### src/rtl/ppe_pkg.sv
// rtl/ppe_pkg.sv - shared opcodes, packet layout and FSM states for the partial PE
package ppe_pkg;

  localparam int PKG_ADDR_W = 4;
  localparam int PKG_DATA_W = 25;

  localparam logic OP_WEIGHT = 1'b0;
  localparam logic OP_INPUT  = 1'b1;

  localparam int IMEM_ID_DEF = 10;

  typedef struct packed {
    logic [PKG_ADDR_W-1:0] addr;
    logic                  opcode;
    logic [PKG_DATA_W-1:0] data;
  } ppe_pkt_t;

  typedef enum logic [1:0] {
    ST_IDLE,
    ST_MAC,
    ST_SEND_PS,
    ST_SEND_REQ
  } ppe_state_t;

endpackage

### src/rtl/ppe_mac.sv
// rtl/ppe_mac.sv - registered accumulator adding a signed weight when the input bit is set
module ppe_mac #(
  parameter int WEIGHT_W = 8,
  parameter int SUM_W    = 13
) (
  input  logic                       clk,
  input  logic                       rst_n,
  input  logic                       clr,
  input  logic                       en,
  input  logic                       tap_bit,
  input  logic signed [WEIGHT_W-1:0] weight,
  output logic signed [SUM_W-1:0]    acc
);

  logic signed [SUM_W-1:0] term;

  assign term = tap_bit ? SUM_W'(weight) : '0;

  // Accumulate one tap per enabled cycle; clear wins so a new window starts from zero.
  always_ff @(posedge clk or negedge rst_n) begin
    if (!rst_n) begin
      acc <= '0;
    end else if (clr) begin
      acc <= '0;
    end else if (en) begin
      acc <= acc + term;
    end
  end

endmodule

### src/rtl/ppe_stream.sv
// rtl/ppe_stream.sv - partial PE: weight row store, sliding-window MAC, SPE/I_MEM packet egress
module ppe_stream
  import ppe_pkg::*;
#(
  parameter int FILTER_SIZE     = 5,
  parameter int IFMAP_SIZE      = 25,
  parameter int WEIGHT_W        = 8,
  parameter int WEIGHTS_PER_PKT = 2,
  parameter int SUM_W           = 13,
  parameter int NUM_SPE         = 5,
  parameter int SPE_BASE        = 0,
  parameter int IMEM_ID         = IMEM_ID_DEF,
  parameter int ADDR_W          = 4,
  parameter int DATA_W          = 25
) (
  input  logic                     clk,
  input  logic                     rst_n,
  input  logic                     in_valid,
  output logic                     in_ready,
  input  logic [ADDR_W+DATA_W:0]   in_packet,
  output logic                     out_valid,
  input  logic                     out_ready,
  output logic [ADDR_W+DATA_W:0]   out_packet,
  output logic                     busy,
  output logic                     err
);

  localparam int PKT_W   = ADDR_W + 1 + DATA_W;
  localparam int OUT_DIM = IFMAP_SIZE - FILTER_SIZE + 1;
  localparam int CNT_W   = $clog2(FILTER_SIZE + 1);
  localparam int KW      = (FILTER_SIZE > 1) ? $clog2(FILTER_SIZE) : 1;
  localparam int IDX_W   = (IFMAP_SIZE > 1) ? $clog2(IFMAP_SIZE) : 1;

  ppe_state_t state, state_nxt;

  logic                       in_op;
  logic [DATA_W-1:0]          in_data;
  logic                       unused_addr;

  logic [CNT_W-1:0]           wcnt, wcnt_nxt, wbase;
  logic                       wfull;
  logic signed [WEIGHT_W-1:0] weights [FILTER_SIZE];

  logic [IFMAP_SIZE-1:0]      ifmap;
  logic [IDX_W-1:0]           j;
  logic [KW-1:0]              k;
  logic [IDX_W-1:0]           tap_idx;
  logic [ADDR_W-1:0]          spe_ptr;

  logic                       wt_acc, in_acc, drop;
  logic                       last_tap, last_win, ps_xfer;
  logic signed [SUM_W-1:0]    acc;

  assign in_op       = in_packet[DATA_W];
  assign in_data     = in_packet[DATA_W-1:0];
  assign unused_addr = ^in_packet[PKT_W-1:DATA_W+1];

  assign wfull  = (wcnt == CNT_W'(FILTER_SIZE));
  assign wt_acc = (state == ST_IDLE) && in_valid && (in_op == OP_WEIGHT);
  assign in_acc = (state == ST_IDLE) && in_valid && (in_op == OP_INPUT) && wfull;
  assign drop   = (state == ST_IDLE) && in_valid && (in_op == OP_INPUT) && !wfull;

  assign last_tap = (k == KW'(FILTER_SIZE - 1));
  assign last_win = (j == IDX_W'(OUT_DIM - 1));
  assign ps_xfer  = (state == ST_SEND_PS) && out_ready;
  assign tap_idx  = j + IDX_W'(k);

  // A weight packet arriving on a full row restarts the load at slot 0.
  always_comb begin
    int wsum;
    wbase    = wfull ? '0 : wcnt;
    wsum     = int'(wbase) + WEIGHTS_PER_PKT;
    wcnt_nxt = (wsum >= FILTER_SIZE) ? CNT_W'(FILTER_SIZE) : CNT_W'(wsum);
  end

  // Weight storage: packet lane s lands in slot wbase+s, lanes past the row end are dropped.
  always_ff @(posedge clk) begin
    if (wt_acc) begin
      for (int i = 0; i < FILTER_SIZE; i++) begin
        for (int s = 0; s < WEIGHTS_PER_PKT; s++) begin
          if (int'(wbase) + s == i) begin
            weights[i] <= in_data[s*WEIGHT_W +: WEIGHT_W];
          end
        end
      end
    end
  end

  // Weight count and the one-cycle drop indication.
  always_ff @(posedge clk or negedge rst_n) begin
    if (!rst_n) begin
      wcnt <= '0;
      err  <= 1'b0;
    end else begin
      err <= drop;
      if (wt_acc) begin
        wcnt <= wcnt_nxt;
      end
    end
  end

  // Row latch, window/tap counters and SPE rotation (the pointer persists across rows).
  always_ff @(posedge clk or negedge rst_n) begin
    if (!rst_n) begin
      ifmap   <= '0;
      j       <= '0;
      k       <= '0;
      spe_ptr <= '0;
    end else begin
      if (in_acc) begin
        ifmap <= in_data[IFMAP_SIZE-1:0];
        j     <= '0;
        k     <= '0;
      end
      if (state == ST_MAC) begin
        k <= last_tap ? '0 : k + KW'(1);
      end
      if (ps_xfer) begin
        spe_ptr <= (spe_ptr == ADDR_W'(NUM_SPE - 1)) ? '0 : spe_ptr + ADDR_W'(1);
        j       <= last_win ? '0 : j + IDX_W'(1);
      end
    end
  end

  ppe_mac #(
    .WEIGHT_W (WEIGHT_W),
    .SUM_W    (SUM_W)
  ) u_mac (
    .clk     (clk),
    .rst_n   (rst_n),
    .clr     (in_acc || ps_xfer),
    .en      (state == ST_MAC),
    .tap_bit (ifmap[tap_idx]),
    .weight  (weights[k]),
    .acc     (acc)
  );

  // FSM state register.
  always_ff @(posedge clk or negedge rst_n) begin
    if (!rst_n) begin
      state <= ST_IDLE;
    end else begin
      state <= state_nxt;
    end
  end

  // Next state and handshake/packet outputs; outputs derive from registers so they hold under backpressure.
  always_comb begin
    state_nxt  = state;
    in_ready   = 1'b0;
    out_valid  = 1'b0;
    busy       = 1'b1;
    out_packet = '0;
    case (state)
      ST_IDLE: begin
        in_ready = 1'b1;
        busy     = 1'b0;
        if (in_acc) begin
          state_nxt = ST_MAC;
        end
      end
      ST_MAC: begin
        if (last_tap) begin
          state_nxt = ST_SEND_PS;
        end
      end
      ST_SEND_PS: begin
        out_valid  = 1'b1;
        out_packet = {ADDR_W'(SPE_BASE) + spe_ptr, OP_WEIGHT, DATA_W'(acc)};
        if (out_ready) begin
          state_nxt = last_win ? ST_SEND_REQ : ST_MAC;
        end
      end
      ST_SEND_REQ: begin
        out_valid  = 1'b1;
        out_packet = {ADDR_W'(IMEM_ID), OP_WEIGHT, {DATA_W{1'b0}}};
        if (out_ready) begin
          state_nxt = ST_IDLE;
        end
      end
      default: state_nxt = ST_IDLE;
    endcase
  end

endmodule
### config.mk
export PLATFORM = sky130hd
export DESIGN_NAME = ppe_stream
export DESIGN_NICKNAME = d
export VERILOG_FILES = /design/src/rtl/ppe_pkg.sv /design/src/rtl/ppe_mac.sv /design/src/rtl/ppe_stream.sv
export SDC_FILE = /design/constraint.sdc
export NUM_CORES = 1
export LEC_CHECK = 0
export CAP_MARGIN = 0
export CORE_MARGIN = 2
export CORE_UTILIZATION = 56
export CTS_CLUSTER_SIZE = 30
export DETAILED_ROUTE_END_ITERATION = 8
export GPL_ROUTABILITY_DRIVEN = 0
export PLACE_DENSITY = 0.82
export SYNTH_ARGS = -nofsm -noshare
export SYNTH_HDL_FRONTEND = slang
export SYNTH_SLANG_ARGS = --single-unit
export TNS_END_PERCENT = 10
### constraint.sdc
create_clock -name clk -period 5.6 [get_ports clk]
set_input_delay 0.56 -clock clk [delete_from_list [all_inputs] [get_ports clk]]
set_output_delay 0.56 -clock clk [all_outputs]
set_load 0.01 [all_outputs]
### Yosys cells after proc, flatten, opt, wreduce, memory -nomap -nowiden

Memories as Yosys holds them, arrays and structs flattened.
Index checks and enable logic that the tools add are counted.

| storage, ports and cells | value |
|---|---|
| flip-flop bits (word level) | 56 |
| memory bits (writable) | 40 |
| word-level logic and storage cells | 130 |
| memories kept | 1 |

Memories:

| memory | words | bits a word | rd ports | clocked after memory_dff | write ports | line | text |
|---|---|---|---|---|---|---|---|
| weights | 5 | 8 | 1 | 0 | 2 | ppe_stream.sv:42 | `logic signed [WEIGHT_W-1:0] weights [FILTER_SIZE];` |

| cells by class | value |
|---|---|
| add/subtract/negate cells | 7 |
| magnitude comparators | 2 |
| equality and inequality tests | 19 |
| muxes and demuxes | 68 |
| bitwise operators | 6 |
| reduce and logical (&&, ||, !) cells | 19 |

Operators with widths:

| cell | number |
|---|---|
| $eq A32 B3 Y1 const B | 2 |
| $logic_not A32 Y1 | 2 |
| $mux W8 | 8 |
| $pmux W30 S2 | 1 |
| $mux W13 | 3 |
| $mux W1 | 37 |
| $eq A32 B2 Y1 const B | 1 |
| $mux W3 | 8 |
| $reduce_or A8 Y1 | 3 |
| $eq A3 B3 Y1 const B | 5 |
| $mux W5 | 3 |
| $add A13 B13 Y13 | 1 |
| $mux W2 | 5 |
| $eq A4 B3 Y1 const B | 2 |
| $ne A2 B2 Y1 const B | 4 |
| $pmux W2 S4 | 1 |
| $logic_and A1 B1 Y1 | 6 |
| $lt A5 B6 Y1 const B | 1 |
| $reduce_bool A2 Y1 | 3 |
| $add A5 B1 Y5 const B | 1 |
| $add A5 B3 Y5 | 1 |
| $bmux W1 S5 | 1 |
| $eq A5 B5 Y1 const B | 1 |
| $or A1 B1 Y1 | 5 |
| other kinds (15) | 16 |

### Logic depth before layout (Yosys ltp)

| depth | value |
|---|---|
| word-level depth | 11 |
| depth in mapped cells | 20 |
| mapped depth without buffers | 19 |

### Modules after synthesis

A second synthesis with hierarchy kept.

| unflattened totals | value |
|---|---|
| cell total of the unflattened synthesis | 476 |
| area total of the unflattened synthesis | 5661.7 um2 |

By module, submodules not included:

| module | times used | cells each | area an instance (um2) | sequential area each (um2) |
|---|---|---|---|---|
| ppe_stream | 1 | 329 | 4400.5 | 2277.2 |
| ppe_mac | 1 | 147 | 1261.2 | 325.3 |

### Least setup slack after synthesis

Ideal clock, no wire load.

| timing | value |
|---|---|
| kind | register to register |
| from | register j[0] |
| to | register u_mac.acc[12] |
| arrival time | 4.725 ns |
| setup slack | 0.743 ns |
| cell stages (with the launch flop) | 20 |
| cells stage by stage | dfrtp_1 > ha_1 > fa_1 > xor2_1 > or4b_1 > mux4_2 > buf_6 > nor2_1 > ha_1 > inv_1 > fa_1 > nor2b_1 > o21a_1 > o21ai_0 > a211o_1 > a2111oi_0 > nor3_1 > mux2_1 > nor3_1 > nor2_1 |

| between the ends | value |
|---|---|
| longest elaborated chain between the ends | 7 |

RTL lines:

| what | line | text |
|---|---|---|
| start: declaration | ppe_stream.sv:45 | `logic [IDX_W-1:0] j;` |
| start signal: assignment | ppe_stream.sv:120 | `j <= last_win ? '0 : j + IDX_W'(1);` |
| $add A5 B3 Y5 | ppe_stream.sv:66 | `assign tap_idx = j + IDX_W'(k);` |
| $bmux W1 S5 | ppe_stream.sv:133 | `.tap_bit (ifmap[tap_idx]),` |
| $mux W1 (not written as such) | ppe_stream.sv:133 |  |
| $mux W13 | ppe_mac.sv:17 | `assign term = tap_bit ? SUM_W'(weight) : '0;` |
| $add A13 B13 Y13 | ppe_mac.sv:26 | `acc <= acc + term;` |
| $mux W13 | ppe_mac.sv:25 | `end else if (en) begin` |
| $mux W13 | ppe_mac.sv:23 | `end else if (clr) begin` |
| end signal: assignment | ppe_mac.sv:26 |  |
| end: declaration | ppe_mac.sv:12 | `output logic signed [SUM_W-1:0] acc` |

No other way between the ends. The select of a mux whose other input is x is not followed.
A chain may end at the register's enable or synchronous reset.

### Worst setup path in the final report

Ends and elaborated chain as after synthesis.

==> metrics.csv <==
stage,metric,value,unit
critical_path,WP data required,5.85,ns
placed_design,Post-DP Area,0.00606,mm2
synthesis,Async SR Flop Fraction,0.583,
timing,Worst Max-Slew Pin Slew,1.27,ns
timing,final setup margin,0.500,ns
detailed_routing,WL final,11000,um
power_and_ir_drop,leakage,2.59,nW
placed_design,buffers added on ports,62,
detailed_routing,initial drt markers,210,
timing,Final Setup Violations,0,
critical_path,r2r startpoint,j[0],
critical_path,critical-path cell list,ha_1 -> fa_1 -> xor2_1 -> or4b_1 -> mux4_2 -> nor2_1 -> ha_1 -> inv_1 -> fa_1 -> nor2b_1 -> o21a_1 -> o21ai_0 -> a211o_1 -> a2111oi_2 -> nor3_1 -> mux2_1 -> nor3_1 -> nor2_1,
status,status,"finished, final reports clean",
synthesis,Synth Instances,523,
synthesis,Post-Syn Nets,578,
timing,Final Hold Viols,0,
global_route,gr usage total,0.226,
floorplanning,Starting Density,0.569,
detailed_routing,routed length per instance,15.7,um
detailed_routing,# DRC,0,
power_and_ir_drop,PwrDens,532,mW/mm2
clock_tree,Clock Path Buffers,2,
detailed_routing,first-pass detailed-route iteration total,4,
clock_tree,H-tree depth,3,
layout,layout cells sized above 1,0.133,
detailed_routing,Vias/cell,5.52,
synthesis,cell area after synthesis,0.00546,mm2
floorplanning,I/O Pins,68,
synthesis,yosys warns,0,
critical_path,worst path arrival time,5.35,ns
timing,Worst slew margin,0.143,
layout,Final Instance Area,0.00627,mm2
placed_design,pre-CTS setup slack,0.385,ns
global_route,vias in the first global route,3658,
min_path,hold crit path type,in2async,
synthesis,Seq cells post-synth,96,
critical_path,crit-path leading delay family,adder cells,
timing,TNS Setup,0,ns
placed_design,placed cells,680,
clock_tree,CTS sink cnt,96,
synthesis,"EDFF count, synth",40,
layout,# diodes,0,
floorplanning,die height,103,um
synthesis,Syn Area/Cell,10.4,um2
layout,Layout Cells excl Fill,698,
clock_tree,cts bufs inserted,9,
global_route,first-pass GRT wire length,18100,um
detailed_routing,via count,3852,
floorplanning,die area,0.0105,mm2
synthesis,sequential area share after synthesis,0.477,
power_and_ir_drop,total power,3.33,mW
critical_path,"Buf+Inv Stages, Crit Path",1,
global_route,pin count of the biggest net entering global routing,57,
floorplanning,num rows,36,
timing,Final Cycle Share,0.911,
clock_tree,CTS tree,done,
layout,area growth from synthesis to final layout,14.9,%
critical_path,CP Launch Point,j[0],
critical_path,Setup crit end kind,register,
synthesis,Yosys cell types,55,
timing,"Slew Viols, Final",0,
floorplanning,die width,103,um
clock_tree,Clock Pin Slew Worst Setup and Hold Paths,0.10,ns
floorplanning,core footprint,0.00959,mm2
global_route,initial antenna violation count,0,
placed_design,DP HPWL,7790,um
timing,Max Freq,196,MHz
critical_path,critical path class,reg2reg,
timing,final setup skew,0.0120,ns
timing,RSZ-0062 raised after global routing,no,
power_and_ir_drop,peak supply drop,315,uV
timing,Tmin final,5.10,ns
job,max-cap violations,0,
layout,Final Net Count,615,
clock_tree,Clock Tree Root,clkbuf_8,
detailed_routing,Routed Antenna Nets,0,
clock_tree,worst-skew pair later-pin latency,0.38,ns
synthesis,Main synth FF type,dfrtp_1,
critical_path,crit-path max FO,6,
critical_path,Setup crit start kind,register,
critical_path,crit-path max cell delay,0.53,ns
global_route,grt ovf,0,
critical_path,slowest cell on the critical path,or4b_1,
[synthesized netlist by cell type, types with 7 or more instances]
| cell | n | share of area |
|---|---|---|
| dfrtp_1 | 56 | 0.26 |
| inv_1 | 15 | 0.010 |
| clkbuf_1 | 26 | 0.018 |
| ha_1 | 19 | 0.044 |
| mux4_2 | 15 | 0.062 |
| mux2_2 | 29 | 0.060 |
| nor2_1 | 22 | 0.015 |
| mux2i_1 | 11 | 0.020 |
| nor3_1 | 10 | 0.0092 |
| o21ai_0 | 24 | 0.022 |
| o21ai_1 | 7 | 0.0064 |
| and2_1 | 16 | 0.018 |
| a21oi_1 | 16 | 0.015 |
| edfxtp_1 | 40 | 0.22 |
| nand2_1 | 117 | 0.080 |
| buf_4 | 13 | 0.018 |
[kinds of logic (layout without fill, tap and decap cells)]
family,count (synthesis),count (layout),share of synthesized area
other,1,1,0.000687
flip-flops,96,96,0.477
AND/OR/NAND/NOR,200,200,0.166
adder cells (fa/ha/maj),21,21,0.0509
buffers and inverters,62,104,0.0550
AO/OA/AOI/OAI,73,73,0.0821
XOR/XNOR,11,11,0.0177
multiplexers,59,59,0.150
[metal layers]
metal,vias up,share of wire,GRT usage
met3,21,0.049,0.0386
met4,0,0.020,0.0697
met1,1841,0.44,0.304
met2,101,0.50,0.377
li1,1889,-,-
met5,-,0,0
[cell type report]
| type | count | area (um2) |
|---|---|---|
| flip-flops and latches | 96 | 2600 |
| clock buffers | 9 | 124 |
| clock inverters | 7 | 62.6 |
| repair buffers | 71 | 683 |
| multi-input cells | 365 | 2560 |
| fillers | 775 | 3330 |
| inverters | 17 | 65.1 |
| well taps | 133 | 166 |
[power by group]
| group | total (mW) | internal, mW | switching (mW) |
|---|---|---|---|
| Combinational | 1.78 | 0.825 | 0.959 |
| Sequential | 1.12 | 0.954 | 0.165 |
| Clock | 0.433 | 0.170 | 0.263 |
[path summary, 6_finish.rpt]
| check | endpoint | slack (ns) | depth (start not counted) |
|---|---|---|---|
| setup reg to reg | u_mac.acc[12] | 0.50 | 18 |
| hold / removal | spe_ptr[2] | 0.32 | 2 |
| min in group clk | ifmap[16] | 0.49 | 2 |
| hold reg to reg | ifmap[16] | 0.49 | 2 |
| max in group asynchronous | err | 4.81 | 2 |
| setup / recovery | u_mac.acc[12] | 0.50 | 18 |
[stage by stage]
stage / util / hold WS (ns)
2_1_floorplan: - / 0.264
6_report: 0.653 / 0.322
5_1_grt: 0.653 / 0.375
3_5_place_dp: 0.632 / 0.463
3_3_place_gp: 0.632 / 0.457
4_1_cts: 0.651 / 0.333
[registers in the layout, indices dropped and copies added, names as in the netlist, named ones only]
| name | flops |
|---|---|
| spe_ptr | 4 |
| k | 3 |
| u_mac.acc | 13 |
| wcnt | 2 |
| weights | 40 |
| state | 2 |
| j | 5 |
| err | 1 |
| ifmap | 25 |
[placed cells by master (no fill, tap or decap), types with 7 or more instances in the layout]
| cell type | count |
|---|---|
| clkdlybuf4s50_1 | 61 |
| nand2_1 | 117 |
| inv_1 | 15 |
| nor2_1 | 22 |
| ha_1 | 19 |
| buf_4 | 9 |
| o21ai_0 | 24 |
| clkbuf_8 | 9 |
| and2_1 | 16 |
| dfrtp_1 | 56 |
| a21oi_1 | 16 |
| mux2i_1 | 11 |
| o21ai_1 | 7 |
| nor3_1 | 10 |
| mux4_2 | 15 |
| mux2_2 | 29 |
| edfxtp_1 | 40 |
[repair_timing]
action	CTS	global route
hold buffers	0	0
setup endpoints to repair	0	1
resized for setup	0	2
setup buffers	0	2
Note: power is estimated with default switching activity, not from simulation.
==> RTL change: new RTL, same flow settings <==
Remove the register `err`: a continuous assignment takes its place, so the output `err` follows one clock earlier.
--- a/src/rtl/ppe_stream.sv
+++ b/src/rtl/ppe_stream.sv
@@ -90,14 +90,14 @@
   always_ff @(posedge clk or negedge rst_n) begin
     if (!rst_n) begin
       wcnt <= '0;
-      err  <= 1'b0;
     end else begin
-      err <= drop;
       if (wt_acc) begin
         wcnt <= wcnt_nxt;
       end
     end
   end
+
+  assign err = drop;
 
   // Row latch, window/tap counters and SPE rotation (the pointer persists across rows).
   always_ff @(posedge clk or negedge rst_n) begin
Check against the original RTL: not equivalent (a bounded check fails within 4 cycles, from zero or initial values and one cycle with rst_n low).
==> RTL change against the unedited design <==
  * Worst setup slack lost 0.13 ns
  * Largest power group unchanged
  * Maximum frequency shrank 2.6%
  * Clock skew grew 0.00065 ns
  * Largest cell class unchanged
  * Die area shrank 0.44%
  * Power grew 1.8%
  * Critical path type unchanged
  * Sequential cell count shrank 1
  * Synthesized area shrank 0.46%
  * Design area is essentially flat
  * Wire length grew 3.9%
  * Synthesized cell count shrank 0.19%
==> RTL change: results (changes against the unedited design) <==
stage;metric;value;unit;change
detailed_routing;vias per cell;5.715;;was 5.519
placement;pre-CTS setup slack;0.2201;ns;was 0.3853 ns
finish;fin nets;616;;was 615
setup_path;R2R Path End;u_mac.acc[12];;unchanged
finish;fill count;731;;was 775
yosys;Post-Syn Nets;577;;was 578
clocking;Clock Tree Buf Depth;2;;unchanged
placement;HPWL after DPL;8175;um;was 7794 um
yosys;synthesized area per cell;10.41;um2;was 10.43 um2
setup_path;Critical Path AT;5.48;ns;was 5.35 ns
yosys;Synth area leaders;dfrtp_1 (25%), edfxtp_1 (22%), nand2_1 (8.1%);;was dfrtp_1 (26%), edfxtp_1 (22%), nand2_1 (8.0%)
power_and_ir_drop;Clk power;0.471;mW;was 0.433 mW
finish;Non-Filler Instances;695;;was 698
sta;Slew @ Worst Pin;0.8683;ns;was 1.272 ns
setup_path;slowest CP cell;mux4_2;;was or4b_1
power_and_ir_drop;Cell Int Power;1.991;mW;was 1.948 mW
setup_path;slowest stage delay, CP;0.55;ns;was 0.53 ns
detailed_routing;DR iter-0 viols;276;;was 210
yosys;Post-synth ARST share;57.89;%;was 58.33%
yosys;commonest cells in the netlist;nand2_1 (117), dfrtp_1 (55), edfxtp_1 (40), mux2_2 (29), clkbuf_1 (26);;was nand2_1 (117), dfrtp_1 (56), edfxtp_1 (40), mux2_2 (29), clkbuf_1 (26)
detailed_routing;total wire length;11410;um;was 10,980 um
power_and_ir_drop;Leakage;2.593;nW;was 2.589 nW
placement;Cells after DPL;676;;was 680
detailed_routing;DRT Pass-1 Iters;5;;was 4
power_and_ir_drop;peak supply drop;0.2503;mV;was 0.3151 mV
clocking;worst skew pair latency;0.36;ns;was 0.38 ns
sta;skew final;0.01269;ns;was 0.01204 ns
placement;dpl cell area;0.006038;mm2;was 0.006061 mm2
setup_path;r2r setup slk;0.37;ns;was 0.50 ns
finish;share of cells above drive strength 1;13.60;%;was 13.27%
power_and_ir_drop;power density over cell area;541.4;mW/mm2;was 532.0 mW/mm2
finish;Final Cell Area;0.006272;mm2;was 0.006269 mm2
grt;first-pass GRT wire length;19140;um;was 18,070 um
grt;gr usage total;23.57;%;was 22.58%
run_status;status;complete, no violations;;unchanged
sta;hold slack;0.3142;ns;was 0.3224 ns
==> RTL change: changes by cell type in the layout (fill, tap and decap cells not counted) <==
cell	before	now
nor2b_2	0	1
clkinv_1	1	2
bufinv_16	0	1
nor2b_1	6	5
clkinv_4	3	1
dfrtp_1	56	55
buf_4	9	11
==> RTL change: final cells by class <==
type,instances,share of cell area (%)
multi-input cells,365,40.93
repair buffers,73,11.13
clock buffers,9,1.975
flip-flops and latches,95,41.09
inverters,17,1.037
well taps,129,2.573
clock inverters,7,1.257
==> RTL change: cells by family (layout without fill, tap and decap cells) <==
family                     count (synthesis)  count (layout)  share of synthesized area (%)
and+or+nand+nor                          200             200                          16.72
DFF                                       95              95                          47.45
AOI/OAI and AO/OA                         73              73                          8.247
buffers and inverters                     62             106                          5.528
muxes                                     59              59                          15.09
adders and majority gates                 21              21                          5.114
xor gates and xnor gates                  11              11                          1.774
other                                      1               1                        0.06904
==> RTL change: per-layer routing <==
metal | wire [um] | up-vias | GRT usage [%]
met5 | 0 | - | 0
met4 | 164 | 0 | 6.769
met3 | 691 | 14 | 5.062
met2 | 5837 | 150 | 40.27
met1 | 4711 | 1920 | 30.43
li1 | - | 1888 | -
==> RTL change: worst max-delay path by stage <==
stage | end | slack (ns) | depth (start not counted)
after floorplan | u_mac.acc[12] | 0.74 | 19
after global placement | u_mac.acc[12] | 0.49 | 18
after detailed placement | u_mac.acc[12] | 0.22 | 18
after CTS | u_mac.acc[12] | 0.19 | 18
after global routing | u_mac.acc[12] | 0.02 | 18
final | u_mac.acc[12] | 0.37 | 18
==> RTL change: timing repair <==
item | in CTS | in global routing
buffers inserted | 0 | 3
resized for setup | 0 | 3
endpoints found under the setup margin | 0 | 1
